==> src/rtl/pc_next_reg.sv <==
`default_nettype none
// ============================================================================
// Module   : pc_next_reg
// Brief    : Fetch-stage PC register with redirect selection, stall handling
//            and a one-entry pending-redirect buffer.
// Revision : 1.0 - initial release
// ============================================================================
module pc_next_reg #(
    parameter int               WIDTH     = 32,
    parameter logic [WIDTH-1:0] RESET_VEC = '0,
    parameter logic [31:0]      EXC_VEC   = 32'h8000_0180,
    parameter int               INC       = 4
) (
    input  logic             clk,
    input  logic             rst_n,
    input  logic             StallF,
    input  logic [1:0]       PCSrcD,
    input  logic [WIDTH-1:0] PCBranchD,
    input  logic [WIDTH-1:0] PCJumpD,
    input  logic [WIDTH-1:0] PCJrD,
    input  logic             ExcF,
    output logic [WIDTH-1:0] PCF,
    output logic [WIDTH-1:0] PCPlus4F,
    output logic             PendF,
    output logic             MisalignF
);

    localparam logic [WIDTH-1:0] c_exc_vec = WIDTH'(EXC_VEC);
    localparam logic [WIDTH-1:0] c_inc     = WIDTH'(INC);

    logic [WIDTH-1:0] r_pc;
    logic             r_pend;
    logic [WIDTH-1:0] r_pend_tgt;

    logic [WIDTH-1:0] w_live_tgt;
    logic [WIDTH-1:0] w_pc_nxt;
    logic             w_pend_nxt;
    logic [WIDTH-1:0] w_pend_tgt_nxt;
    logic [WIDTH-1:0] w_pc_plus;

    assign w_pc_plus = r_pc + c_inc;

    always_comb begin
        case (PCSrcD)
            2'b01:   w_live_tgt = PCBranchD;
            2'b10:   w_live_tgt = PCJumpD;
            default: w_live_tgt = PCJrD;
        endcase
    end

    // Priority: exception, stall, pending redirect, live redirect, sequential.
    always_comb begin
        w_pc_nxt       = r_pc;
        w_pend_nxt     = r_pend;
        w_pend_tgt_nxt = r_pend_tgt;
        if (ExcF) begin
            w_pc_nxt   = c_exc_vec;
            w_pend_nxt = 1'b0;
        end else if (StallF) begin
            // Only the first redirect of a stall is kept; the stalled decode
            // instruction keeps re-presenting the same request afterwards.
            if (!r_pend && (PCSrcD != 2'b00)) begin
                w_pend_tgt_nxt = w_live_tgt;
                w_pend_nxt     = 1'b1;
            end
        end else if (r_pend) begin
            w_pc_nxt   = r_pend_tgt;
            w_pend_nxt = 1'b0;
        end else if (PCSrcD != 2'b00) begin
            w_pc_nxt = w_live_tgt;
        end else begin
            w_pc_nxt = w_pc_plus;
        end
    end

    always_ff @(posedge clk or negedge rst_n) begin
        if (!rst_n) begin
            r_pc       <= RESET_VEC;
            r_pend     <= 1'b0;
            r_pend_tgt <= '0;
        end else begin
            r_pc       <= w_pc_nxt;
            r_pend     <= w_pend_nxt;
            r_pend_tgt <= w_pend_tgt_nxt;
        end
    end

    assign PCF       = r_pc;
    assign PCPlus4F  = w_pc_plus;
    assign PendF     = r_pend;
    assign MisalignF = |r_pc[1:0];

endmodule
`default_nettype wire

==> config.mk <==
export PLATFORM = sky130hd
export DESIGN_NAME = pc_next_reg
export DESIGN_NICKNAME = d
export VERILOG_FILES = /design/src/rtl/pc_next_reg.sv
export SDC_FILE = /design/constraint.sdc
export NUM_CORES = 1
export LEC_CHECK = 0
export CORE_UTILIZATION = 40
export CTS_CLUSTER_DIAMETER = 40
export DETAILED_ROUTE_END_ITERATION = 8
export PLACE_DENSITY_LB_ADDON = 0.3
export SLEW_MARGIN = 20
export SYNTH_ARGS = -nofsm -noshare
export SYNTH_HDL_FRONTEND = slang
export SYNTH_SLANG_ARGS = --single-unit
==> constraint.sdc <==
create_clock -name clk -period 2.1 [get_ports clk]
set_input_delay 0.21 -clock clk [delete_from_list [all_inputs] [get_ports clk]]
set_output_delay 0.21 -clock clk [all_outputs]
set_load 0.03 [all_outputs]
### After elaboration in Yosys (flattened, before gate mapping)

Cells that the tools add are included.

* flip-flop bits (word level): 65
* output and inout port bits: 66
* logic and storage cells: 22

* add/subtract/negate cells: 1
* eq/ne operators: 4
* multiplexer cells: 8
* bitwise logic cells: 1
* reductions and logical operators: 5

Operators by type and width (number)
* $mux W32: 4
* $pmux W32 S2: 1
* $add A32 B3 Y32 const B: 1
* $mux W1: 3
* $ne A3 B1 Y1 const B: 1
* $reduce_and A3 Y1: 1
* $eq A2 B1 Y1 const B: 1
* $eq A2 B2 Y1 const B: 1
* $ne A2 B1 Y1 const B: 1
* $reduce_bool A2 Y1: 1
* $reduce_or A2 Y1: 1
* $logic_and A1 B1 Y1: 1
* $logic_not A1 Y1: 1
* $not A1 Y1: 1

### Logic depth before layout (Yosys ltp)

Gate-level depths: netlist (run 1).

* word-level depth: 6
* depth in mapped cells: 9
* mapped depth without buffers: 7

### Worst setup path before layout (run 1)

OpenSTA, ideal clock, no wires.

* path kind: reg2reg
* start: register r_pc[12], in the netlist PCF[12]
* end: register r_pc[28], in the netlist PCF[28]
* library setup time: 66 ps
* arrival time: 2271 ps
* required time: 2034 ps
* path slack: -237 ps
* stages on the path, launching flop included: 7
* path buffers: 1
* cells stage by stage: dfrtp_1 clkbuf_2 nand4_4 nor4_1 nand3_1 xnor2_1 a31o_2

* cells in the longest elaborated chain, start to end: 5

RTL lines
* start: declaration: line 31 `logic [WIDTH-1:0] r_pc;`
* start signal: assignment: line 82 `r_pc <= w_pc_nxt;`
* $add A32 B3 Y32: line 41 `assign w_pc_plus = r_pc + c_inc;`
* named net PCPlus4F[28]: line 23 `output logic [WIDTH-1:0] PCPlus4F,`
* $mux W32: line 69 `end else if (PCSrcD != 2'b00) begin`
* $mux W32: line 66 `end else if (r_pend) begin`
* $mux W32: line 59 `end else if (StallF) begin`
* $mux W32: line 56 `if (ExcF) begin`

The timed path passes the listed nets, and every way through them passes these cells. The select of a mux whose other input is x is not followed.
A chain may end at the register's enable or synchronous reset.

### Worst setup path after layout (run 1)

* start: register r_pc[3], in the netlist PCF[3]
* end: output port PCPlus4F[30]

* cells in the longest elaborated chain, start to end: 1

RTL lines (line)
* $add A32 B3 Y32: 41
* end: declaration: 23

No other way between the ends.

==> impl_results.md, run 1 <==
* Largest cells by area after synthesis: dfrtp_1, o21ai_0, a22oi_1, nand2_1, xnor2_1
* Clock network latency to the later pin of the worst-skew pair at 0.35 ns
* DRC violations left at 0
* Antenna violations before repair at 0
* Post-synth ARST share at 100%
* Worst path depth at 8
* Worst r2r path cells at 10
* Critical path's largest stage delay at 0.45 ns
* Maximum vdd drop at 0.394 mV
* Total Wirelength at 17600 um
* PnR worst setup slack at -0.229 ns
* Dpl cell area at 6930 sq um
* Total gr overflow at 0
* RSZ-0062 raised after global routing: yes
* Metal2 WL at 8980 um
* Row count at 37
* CP Capture Type: primary output
* Pleak at 3.45 nW
* DR iter-0 viols at roughly 290
* Area delta synth->final at 76.7%
* Worst Clk Skew at 0.00617 ns
* Max Clk Rate at 429 MHz
* Antenna cells at 0
* Crit path max fanout at 5
* Clock root cell: clkbuf_8
* Top-count cell post-synth: dfrtp_1
* H-tree Lvls at 3
* R2R Setup Slk at 0.02 ns
* Vias in the first global route at 5181
* Core Box Area at 10500 sq um
* Post-synth EDFFs at 0
* Final Setup Violations at 15
* Ys Warns at 0
* Syn nets at 626
* RR Endpoint: PCF[30]
* Part of the cycle the worst path needs at 111%
* Reg-to-reg startpoint: PCF[3]
* DP Cell Count at 864
* DP HPWL at about 12000 um
* Post-synthesis sequential area ratio at 37.1%
* Worst path cell trace: ha_4 > nand4_1 > buf_6 > nor3_2 > buf_4 > nand4_1 > xnor2_2 > buf_6
* Status: complete, but fails checks
* DIE HEIGHT at about 110 um
* CP top delay family: buffers and inverters
* Post-Syn Area at 4390 sq um
* M1 WL at 7090 um
* Ports at 168
* CP Class: flop to primary output
* Global-route wire length before repair at 26600 um
* Die Footprint at approximately 11000 sq um
* Setup WS pre-CTS at -0.160 ns
* Yosys top cell by area: dfrtp_1
* Failing checks: negative setup slack
* Largest net degree at the start of global routing at 66
* Clk sinks at 65
* Fin. Hold Viols at 0
* Max-cap violation count at 0
* WL per Instance at 19.3 um
* Post-route ant nets at 0
* Non-Filler Instances at 912
* WP buf/inv at 3
* Startpoint Class: flop
* CTS clk-pin slew, worst paths at 0.08 ns
* Top-area cell type share of the netlist area at approximately 37%
* CTS tree: yes
* Power density over the cells at 611 nW/um^2
* Gr usage total at 29.8%
* DIE WIDTH at 107 um
* Syn avg cell area at 8.44 sq um
* Layout cells sized above 1 at between 20% and 30%
* CTS buffer count at 9
* Clock Path Buffers at 2
* Highest Signal Layer: met4
* WP data required at 1.89 ns
* Nets@finish at 877
* Total number of vias at 5256
* Worst min-delay path class: input pin to asynchronous set/reset pin
* Synth Register Bits at 65
* Vias per std cell at 5.76
* Period minus WS final at around 2.3 ns
* Worst-Margin Slew at around 0.46 ns
* PortBufs at 167
* Slew Viols, Final at 0
* Worst rel slew slack at 69.2%
* DR pass1 iterations at 5
* Syn Inst Count at 520
* Final Instance Area at 7750 sq um
* Slowest cell on crit path: dfrtp_2
* Crit path arrival time at 2.12 ns
* Dominant synthesized flop cell: dfrtp_1
* Length of routed met3 wiring at 1090 um
* Starting Density at 41.9%
* Unique masters post-synth at 55
* Post-synth top cells: dfrtp_1, nand2_1, o21ai_0
* Final GP Congestion at 0.906
[stage by stage]
| step | TNS (ns) | utilization [%] | hold slack, ns | power (W) |
|---|---|---|---|---|
| 2_1_floorplan | -0.169 | - | -0.0856 | 0.00238 |
| 3_3_place_gp | -1.13 | 66.3 | 0.253 | 0.00313 |
| 3_5_place_dp | -1.99 | 66.3 | 0.256 | 0.00317 |
| 4_1_cts | -2.14 | 69.8 | 0.438 | 0.00465 |
| 5_1_grt | -2.70 | 74.1 | 0.471 | 0.00493 |
| 6_report | -1.33 | 74.1 | 0.404 | 0.00474 |
[worst max-delay path by stage]
stage / startpoint / endpoint / slack (ns)
finish: PCF[3] / PCPlus4F[30] / -0.23
global route: PCF[3] / PCPlus4F[30] / -0.30
CTS: PCF[3] / PCPlus4F[23] / -0.18
detailed placement: PCSrcD[1] / PCF[19] / -0.16
global placement: PCSrcD[0] / PCF[19] / -0.13
floorplan: PCF[12] / PCF[28] / -0.05
[layout by cell type (no fill, tap or decap), drive strengths merged, types with 3 or more instances in the layout]
| cell type | synthesis | final |
|---|---|---|
| buf | 8 | 139 |
| clkdlybuf4s50 | 0 | 138 |
| dfrtp | 65 | 65 |
| nand2 | 64 | 64 |
| o21ai | 63 | 63 |
| a22oi | 36 | 36 |
| nor2 | 31 | 31 |
| a21oi | 27 | 27 |
| xnor2 | 22 | 22 |
| inv | 15 | 15 |
| mux2i | 13 | 13 |
| clkbuf | 34 | 13 |
| nand4 | 12 | 12 |
| a22o | 11 | 11 |
| nor3 | 11 | 11 |
| nand3 | 11 | 11 |
| mux2 | 8 | 8 |
| nor4 | 7 | 7 |
| o31a | 6 | 6 |
| xor2 | 6 | 6 |
| a211oi | 5 | 5 |
| a31o | 5 | 5 |
| o32ai | 5 | 5 |
| bufinv | 0 | 4 |
| and2 | 4 | 4 |
| or2 | 4 | 4 |
| ha | 4 | 4 |
| o22ai | 3 | 3 |
| nor3b | 3 | 3 |
| o21a | 3 | 3 |
| o221ai | 3 | 3 |
| a21o | 3 | 3 |
| a2111oi | 3 | 3 |
[power breakdown]
part	total, W	internal [W]	switching (W)
combinational	0.00166	0.000823	0.000841
sequential	0.00160	0.00144	0.000154
clock	0.00148	0.000972	0.000508
[area by class of cell]
cell class	instances	area [sq um]
Clock buffer	11	151
Clock inverter	5	125
Fill cell	755	2710
Inverter	15	56.3
Multi-Input combinational cell	398	2930
Sequential cell	65	1630
Tap cell	136	170
Timing Repair Buffer	282	2690
[registers in the layout, summed over array words and instances (netlist names)]
register / flops
r_pend_tgt: 32
PCF: 32
PendF: 1
[worst reg2reg max path: stages, from the launching register on]
cell and delay [ns]:
dfrtp_2 0.45, ha_4 0.16, nand4_1 0.09, buf_6 0.16, nor3_2 0.12, buf_4 0.18, nand4_1 0.22, buf_4 0.22
buf_4 0.13, mux2i_1 0.13, o31ai_1 0.09
[per-layer routing]
metal / vias up / global-route usage (%)
met3: 39 / 4.50
met2: 255 / 51.1
li1: 2415 / -
met5: - / 0
met4: 0 / 10.4
met1: 2547 / 38.2
[repair_timing]
| item | in CTS | in global routing |
|---|---|---|
| pin swaps | 8 | 23 |
| hold buffers | 1 | 0 |
| gates cloned | 0 | 0 |
| setup buffers | 7 | 24 |
| resized for setup | 13 | 63 |
| setup endpoints to repair | 27 | 30 |
| hold endpoints to repair | 65 | 0 |
[cell families (layout without fill, tap and decap cells)]
logic type,after synthesis,after routing,share of synthesized area (%)
simple gates,159,159,18.1
flops,65,65,37.1
buf+inv,57,313,5.16
compound gates,186,186,27.9
xor+xnor,28,28,5.59
mux,21,21,5.02
fa+ha+maj,4,4,1.14
No activity file was read; power rests on OpenSTA's default activity.
==> run 2: changes to the inputs <==
CTS_CLUSTER_SIZE = 20   (was unset)
PLACE_DENSITY = 0.74   (was unset)
PLACE_DENSITY_LB_ADDON = unset   (was 0.3)
SKIP_CTS_REPAIR_TIMING = 1   (was unset)
==> impl_results.md, run 2 (same netlist as run 1, synthesis figures left out) <==
* Row count at 37
* Power density over the cells at 558 nW/um^2
* Die Footprint at 11400 sq um
* Final core area utilization at 70.8%
* Final Setup Violations at 20
* Largest net degree at the start of global routing at 66
* Slew Viols, Final at 0
* Worst rel slew slack at 70.5%
* Max-cap violation count at 0
* Total gr overflow at 0
* Antenna violations before repair at 0
* Starting Density at 41.9%
* R2R Setup Slk at 0 ns
* CTS buffer count at 9
* Most frequent cells in the layout: clkdlybuf4s50_1, buf_4, dfrtp_1
* H-tree Lvls at 3
* Startpoint Class: flop
* CP Capture Type: primary output
* Worst-Margin Slew at 0.438 ns
* Status: complete, but fails checks
* Ports at 168
* Clock network latency to the later pin of the worst-skew pair at between 0.3 and 0.4 ns
* Clock root cell: clkbuf_8
* Core Box Area at between 10000 and 15000 sq um
* DR iter-0 viols at between 300 and 400
* PnR worst setup slack at -0.312 ns
* Layout cells sized above 1 at 26.3%
* DIE WIDTH at 107 um
* Non-Filler Instances at 892
* Area delta synth->final at 68.7%
* Maximum vdd drop at about 0.28 mV
* Period minus WS final at 2.41 ns
* Most common cell after layout, fill and taps aside: clkdlybuf4s50_1
* Crit path max fanout at 5
* Post-route ant nets at 0
* DIE HEIGHT at 107 um
* WP data required at 1.89 ns
* Max Clk Rate at 415 MHz
* Nets@finish at ~860
* PortBufs at 167
* Fin. Hold Viols at 0
* Failing checks: negative setup slack
* Worst Clk Skew at ~0.0076 ns
* Worst r2r path cells at 10
* DP Cell Count at 859
* Gr usage total at between 20 and 30%
* CTS tree: yes
* Setup_tns at -3.55 ns
* Total Wirelength at roughly 17000 um
* DRC violations left at 0
* Global-route wire length before repair at 25500 um
* DR pass1 iterations at 5
* Clock Path Buffers at 2
* CP endpoint: PCPlus4F[26]
* Origin of the worst setup path: PCF[3]
* Part of the cycle the worst path needs at 115%
* Vias per std cell at ~5.7
* RSZ-0062 raised after global routing: yes
* Final GP Congestion at 1.01
* CTS clk-pin slew, worst paths at approximately 0.07 ns
* Crit path arrival time at between 2 and 2.5 ns
* Pleak at 3.30 nW
* Total number of vias at 5117
* Clk sinks at 65
* Worst min-delay path class: input pin to asynchronous set/reset pin
* DP HPWL at 12400 um
* WL per Instance at 18.8 um
* RR Endpoint: PCF[22]
* Vias in the first global route at 5037
* Reg-to-reg startpoint: PCF[3]
* CP Class: flop to primary output
* Antenna cells at 0
## run 2: changes by cell type in the layout (fill, tap and decap cells not counted), sizes merged
cell	previous run	this run
clkinvlp	0	1
buf	139	120
clkinv	1	2
clkdlybuf4s15	1	0
dlygate4sd2	1	0
dlymetal6s2s	0	4
bufinv	4	0
clkbuf	13	12
## run 2: how the worst min path moves through the flow
| stage | from | end | slack [ns] | cells after the start |
|---|---|---|---|---|
| 4_1_cts | rst_n | PCF[17] | -0.12 | 2 |
| 6_report | rst_n | r_pend_tgt[20] | 0.41 | 3 |
| 5_1_grt | rst_n | r_pend_tgt[20] | 0.46 | 3 |
| 3_5_place_dp | rst_n | PCF[17] | 0.25 | 2 |
| 2_1_floorplan | rst_n | PCF[0] | -0.09 | 0 |
| 3_3_place_gp | rst_n | r_pend_tgt[20] | 0.25 | 2 |
## run 2: area by class of cell
type | instances | area (sq um)
fillers | 833 | 3060
multi-input cells | 398 | 2880
repair buffers | 263 | 2510
flip-flops and latches | 65 | 1630
well taps | 136 | 170
clock buffers | 12 | 145
inverters | 15 | 56.3
clock inverters | 3 | 17.5
## run 2: metal layers
layer / vias up / share of wire, % / global-route usage [%]
li1: 2377 / - / -
met4: 0 / 1.6 / 9.39
met2: 234 / 51 / 49.4
met3: 25 / 6.2 / 5.35
met1: 2481 / 41 / 36.3
met5: - / 0 / 0
## run 2: power by group
part	total, W	switching [W]	internal, W
sequential	0.00158	0.000142	0.00144
clock	0.000951	0.000500	0.000451
combinational	0.00160	0.000818	0.000779
## run 2: stage by stage
step	setup slack (ns)	area (sq um)	hold WS, ns	total power, W
after floorplan	-0.0512	4540	-0.0856	0.00238
after global placement	-0.168	6840	0.254	0.00308
after detailed placement	-0.266	6840	0.254	0.00313
after CTS	-0.341	7010	-0.117	0.00407
after global routing	-0.395	7400	0.456	0.00432
final	-0.312	7400	0.409	0.00413
## run 2: critical path: stages, from the launching register on
cell and delay, ns:
dfrtp_1 0.45, ha_2 0.23, nand4_1 0.10, buf_6 0.16
nor3_4 0.28, nand4_1 0.26, xnor2_2 0.22, buf_6 0.15
